--- config.mk ---
export PLATFORM = sky130hd
export DESIGN_NAME = oscu_addr_sequencer
export DESIGN_NICKNAME = d
export VERILOG_FILES = /design/src/rtl/oscu_addr_sequencer_pkg.sv /design/src/rtl/oscu_addr_sequencer_tick_gen.sv /design/src/rtl/oscu_addr_sequencer.sv
export SDC_FILE = /design/constraint.sdc
export NUM_CORES = 1
export LEC_CHECK = 0
export ABC_CLOCK_PERIOD_IN_PS = 3900
export CAP_MARGIN = 30
export CORE_UTILIZATION = 54
export CTS_BUF_LIST = sky130_fd_sc_hd__clkbuf_8
export CTS_CLUSTER_DIAMETER = 150
export DETAILED_ROUTE_END_ITERATION = 7
export GPL_TIMING_DRIVEN = 0
export PLACE_DENSITY = 0.92
export SYNTH_ARGS = -nofsm -noshare
export SYNTH_HDL_FRONTEND = slang
export SYNTH_SLANG_ARGS = --single-unit
--- constraint.sdc ---
create_clock -name clk2 -period 3.9 [get_ports clk2]
set_input_delay 0.975 -clock clk2 [delete_from_list [all_inputs] [get_ports clk2]]
set_output_delay 0.975 -clock clk2 [all_outputs]
set_load 0.03 [all_outputs]
--- src/rtl/oscu_addr_sequencer_pkg.sv ---
// rtl/oscu_addr_sequencer_pkg.sv - shared widths, limits and state encoding for the OSCU address sequencer
package oscu_seq_pkg;

  localparam int ADDR_W_DEF = 7;
  localparam int DIV_W_DEF  = 8;
  localparam int MAX_LEN    = 128;

  typedef enum logic [1:0] {
    IDLE = 2'd0,
    LOAD = 2'd1,
    RUN  = 2'd2,
    DONE = 2'd3
  } seq_state_e;

endpackage

--- src/rtl/oscu_addr_sequencer_tick_gen.sv ---
// rtl/oscu_addr_sequencer_tick_gen.sv - pacing prescaler producing one tick every div+1 enabled cycles
module oscu_tick_gen
  import oscu_seq_pkg::*;
#(
  parameter int DIV_W = DIV_W_DEF
) (
  input  logic             clk,
  input  logic             rst,
  input  logic             i_clr,
  input  logic             i_en,
  input  logic [DIV_W-1:0] i_div,
  output logic             o_tick
);

  logic [DIV_W-1:0] r_cnt;
  logic             w_hit;

  assign w_hit  = (r_cnt == i_div);
  assign o_tick = i_en & w_hit;

  // Count 0..div while enabled, wrapping to 0 on the tick; clr restarts the period.
  always_ff @(posedge clk) begin
    if (rst || i_clr) begin
      r_cnt <= '0;
    end else if (i_en) begin
      r_cnt <= w_hit ? '0 : r_cnt + 1'b1;
    end
  end

endmodule

--- src/rtl/oscu_addr_sequencer.sv ---
// rtl/oscu_addr_sequencer.sv - accepts scan commands and paces the OSCU address counter through a range
module oscu_addr_sequencer
  import oscu_seq_pkg::*;
#(
  parameter int ADDR_W = ADDR_W_DEF,
  parameter int DIV_W  = DIV_W_DEF
) (
  input  logic              clk2,
  input  logic              Reset,
  input  logic              Cmd_Valid,
  output logic              Cmd_Ready,
  input  logic [ADDR_W-1:0] Cmd_Start,
  input  logic [ADDR_W:0]   Cmd_Length,
  input  logic [DIV_W-1:0]  Rate_Div,
  input  logic              Abort,
  input  logic              AddTimer_Rollover,
  input  logic [ADDR_W-1:0] CurrentAdd,
  output logic              clear,
  output logic [ADDR_W-1:0] startvalue,
  output logic [ADDR_W-1:0] Rollover_Value,
  output logic              AddTimer_Ena,
  output logic              Addr_Strobe,
  output logic              Busy,
  output logic              Done,
  output logic              Cmd_Err
);

  // One past the highest address: start+length may reach this but not exceed it.
  localparam logic [ADDR_W+1:0] LP_ADDR_SPAN = {2'b01, {ADDR_W{1'b0}}};
  localparam logic [ADDR_W:0]   LP_REM_ONE   = {{ADDR_W{1'b0}}, 1'b1};

  seq_state_e        r_state;
  logic [ADDR_W-1:0] r_start;
  logic [ADDR_W-1:0] r_end;
  logic [ADDR_W:0]   r_remaining;
  logic [DIV_W-1:0]  r_div;
  logic              r_clear;
  logic              r_busy;
  logic              r_done;
  logic              r_err;

  logic [ADDR_W+1:0] w_sum;
  logic              w_bad_cmd;
  logic              w_accept;
  logic              w_active;
  logic              w_abort;
  logic              w_tick;
  logic              w_step;
  logic              w_more;
  logic              w_end_ok;

  assign w_sum     = {2'b00, Cmd_Start} + {1'b0, Cmd_Length};
  assign w_bad_cmd = (Cmd_Length == '0) || (w_sum > LP_ADDR_SPAN);
  assign w_accept  = Cmd_Valid & Cmd_Ready;

  assign w_active  = (r_state == LOAD) || (r_state == RUN);
  assign w_abort   = Abort & w_active;

  // Abort wins over a tick in the same cycle: no strobe, no increment.
  assign w_step    = w_tick & ~Abort;
  assign w_more    = (r_remaining > LP_REM_ONE);

  // The counter must sit on the terminal address when the last strobe goes out.
  assign w_end_ok  = AddTimer_Rollover && (CurrentAdd == r_end);

  oscu_tick_gen #(
    .DIV_W (DIV_W)
  ) u_tick_gen (
    .clk    (clk2),
    .rst    (Reset),
    .i_clr  (r_state == LOAD),
    .i_en   (r_state == RUN),
    .i_div  (r_div),
    .o_tick (w_tick)
  );

  assign Cmd_Ready      = (r_state == IDLE) & ~Reset;
  assign clear          = r_clear;
  assign startvalue     = r_start;
  assign Rollover_Value = r_end;
  assign Addr_Strobe    = w_step;
  assign AddTimer_Ena   = w_step & w_more;
  assign Busy           = r_busy;
  assign Done           = r_done;
  assign Cmd_Err        = r_err;

  // Scan control: accept/reject, one-cycle counter load, paced run, completion and abort.
  always_ff @(posedge clk2) begin
    if (Reset) begin
      r_state     <= IDLE;
      r_start     <= '0;
      r_end       <= '0;
      r_remaining <= '0;
      r_div       <= '0;
      r_clear     <= 1'b0;
      r_busy      <= 1'b0;
      r_done      <= 1'b0;
      r_err       <= 1'b0;
    end else begin
      r_err <= 1'b0;
      case (r_state)
        IDLE: begin
          if (w_accept) begin
            if (w_bad_cmd) begin
              r_err <= 1'b1;
            end else begin
              r_start     <= Cmd_Start;
              r_end       <= Cmd_Start + Cmd_Length[ADDR_W-1:0] - 1'b1;
              r_remaining <= Cmd_Length;
              r_div       <= Rate_Div;
              r_clear     <= 1'b1;
              r_busy      <= 1'b1;
              r_state     <= LOAD;
            end
          end
        end
        LOAD: begin
          r_clear <= 1'b0;
          if (w_abort) begin
            r_busy  <= 1'b0;
            r_state <= IDLE;
          end else begin
            r_state <= RUN;
          end
        end
        RUN: begin
          if (w_abort) begin
            r_busy  <= 1'b0;
            r_state <= IDLE;
          end else if (w_tick) begin
            if (w_more) begin
              r_remaining <= r_remaining - 1'b1;
            end else begin
              r_remaining <= '0;
              r_busy      <= 1'b0;
              r_done      <= 1'b1;
              r_err       <= ~w_end_ok;
              r_state     <= DONE;
            end
          end
        end
        DONE: begin
          r_done  <= 1'b0;
          r_state <= IDLE;
        end
        default: begin
          r_clear <= 1'b0;
          r_busy  <= 1'b0;
          r_done  <= 1'b0;
          r_state <= IDLE;
        end
      endcase
    end
  end

endmodule

==> metrics.txt <==
core area=5240 um2; worst min path class=reg -> reg; row count=26; Synth area leaders=dfxtp_1, ha_1, nor2_1; die area=5870 um2; first-pass GRT wire length=13.0 mm; drc violations=0; top_reg_cell synth=dfxtp_1; Post-DP HPWL=5.86 mm; Post-Synthesis Net Count=418; Netlist cell types=56; FFs w/ async S/R, synth=0%; placed cell count=481; share of the synthesized area in the top cell type=29.3%; drt pass-1 iters=5; crit end category=flop; Vias=2863; syn avg cell area=8.45 um2; largest net degree at the start of global routing=15; register area=881 um2; flops & latches, synth=44; crit-path max cell delay=480 ps; layout cell share with drive strength beyond 1=11.3%; clock buffer depth=2; initial antenna violation count=0; Setup Crit Path Kind=in -> reg; CP max-delay cell=clkdlybuf4s50_1; fin crit period=3870 ps; worst vdd ir=295 uV; number of synthesized flops with an enable pin=0; area post-placement=3650 um2; Die Span Y=76.6 um; Clock Skews=11.2 ps; initial detailed-routing violation count=206; DRT Wirelength=8.07 mm; startpoint class of the critical path=input port; fmax=258 MHz; WHS=486 ps; YS warnings=0; most used cell, CP=a2111oi_4; WL/cell=16.4 um; Worst Tran Pin Value=598 ps; vias per cell=5.81; CTS Sinks=44; status=finished clean; post-synth top area cell=dfxtp_1; final hold viol count=0; mapped cell area=3010 um2; Seq/Total Area, Yosys=29.3%; Routed Antenna Nets=0; fin util=73.3%; CTS Root Cell=clkbuf_8; number of max-cap violations=0; Ant. Diodes=0; multi-input logic area=1970 um2; LEAKAGE=0.00166 uW; H-tree levels=2; final setup fails=0; headroom to the max-slew limit=59.8%; Top-Level Pins=56; post-route insts no fill=493; CTS tree=done; Fillers=368; Final Max Slew Viols=0; Tot GR Track Use=27.9%; CP arrival=4050 ps; critical-path cell list=clkdlybuf4s50_1, ha_1, fa_2, a21o_1, a2111oi_4, o21ai_2, a2111oi_4, o211ai_2, buf_6, buf_2, a21oi_1, nor2_1; IO Port Bufs=55; crit path max fanout=10; number of CTS-inserted buffers=5; Die Span X=76.6 um; number of global-route vias before repair=2878; Remaining Overflow, GRT=0; Worst Path Required=4080 ps; Area Overhead vs Synth=27.6%; total power per unit cell area=415 nW/um2; Nets=484; later-pin clock latency in the skew report=310 ps; GP Congestion=0.890; Tcrit/Tclk final=99.3%; clock-pin slew on the worst setup and hold paths=90 ps; Synth Instances=356; Initial Util=57.4%; post-route cell area=3840 um2
[kinds of logic (layout without fill, tap and decap cells)]
logic type	after synthesis	in the layout	share of synthesized area, %
fa+ha+maj	27	27	11.7
buf+inv	48	115	6.70
compound gates	70	70	18.4
xor+xnor	31	31	9.03
simple gates	119	119	19.1
mux	17	17	5.74
flops	44	44	29.3
[cell type report]
cell class,count,area share (%)
Tap cell,70,2.28
Timing Repair Buffer,59,15.2
Buffer,12,1.76
Multi-Input combinational cell,264,51.3
Clock inverter,3,1.11
Inverter,36,3.62
Clock buffer,5,1.79
Sequential cell,44,22.9
[power by group]
group	switching, uW	internal (uW)
clock	163	189
sequential	40.6	490
combinational	404	305
total	607	985
[flip-flops by register name, indices dropped and copies added (netlist names)]
signal            count
Busy                  1
Cmd_Err               1
Done                  1
Rollover_Value        7
clear                 1
r_div                 8
r_remaining           8
r_state               2
startvalue            7
u_tick_gen.r_cnt      8
[metal layers]
layer / up-vias / routed length (um) / global-route usage [%]
li1: 1364 / - / -
met2: 134 / 4020 / 50.5
met4: 0 / 322 / 14.2
met1: 1331 / 3190 / 31.0
met3: 34 / 535 / 4.91
met5: - / 0 / 0
[timing repair]
item | CTS | global route
resized for setup | 2 | 12
pin swaps | 1 | 6
endpoints found under the setup margin | 18 | 33
setup buffers | 0 | 4
hold buffers | 0 | 0
[stage by stage]
stage          setup slack [ps]  setup TNS [ps]  power [uW]
2_1_floorplan               388               0        1020
3_3_place_gp               -312           -7670        1190
3_5_place_dp               -370          -10030        1210
4_1_cts                    4.62               0        1560
5_1_grt                   -56.3           -86.2        1680
6_report                   26.3               0        1590
[cells in the mapped netlist (2+ instances only)]
master	count
mux2i_1	15
and3_1	4
nor3_1	15
xnor2_1	13
clkbuf_1	6
nor2_1	62
a2111oi_4	3
o211ai_2	2
o21bai_1	2
fa_1	2
mux2_2	2
a31oi_1	2
xor2_1	18
dfxtp_1	44
nand2_1	10
nand3_1	5
nor4_1	5
buf_2	2
ha_1	25
a211oi_1	3
o21ai_0	8
a211oi_2	2
buf_6	2
inv_1	35
a21o_1	3
nor2b_1	4
a21oi_1	27
o221a_2	3
o2111ai_1	2
nand4_1	4
[worst max-delay path: cells and delay by family]
kind,cells,cell delay (ps)
AO/OA/AOI/OAI,6,1510
adder cells (fa/ha/maj),2,620
buffers and inverters,3,880
AND/OR/NAND/NOR,1,70
[worst paths after layout]
kind / from / end / slack (ps) / depth (start not counted)
max: Cmd_Length[0] / startvalue[3]$_SDFFE_PP0P_ / 30 / 12
min: clear$_SDFFE_PP0P_ / clear$_SDFFE_PP0P_ / 490 / 2
max reg2reg: r_remaining[2]$_SDFFE_PP0P_ / Busy$_SDFFE_PP0P_ / 1410 / 7
min reg2reg: clear$_SDFFE_PP0P_ / clear$_SDFFE_PP0P_ / 490 / 2
[cell usage in the layout (no fill, tap or decap), drive strengths merged, types with 9 or more instances in the layout]
master         instances
a21oi                 28
buf                   10
clkbuf                11
clkdlybuf4s50         54
dfxtp                 44
ha                    25
inv                   35
mux2i                 15
nand2                 10
nor2                  63
nor3                  15
o21ai                  9
xnor2                 13
xor2                  18
Note: power is estimated with default switching activity, not from simulation.
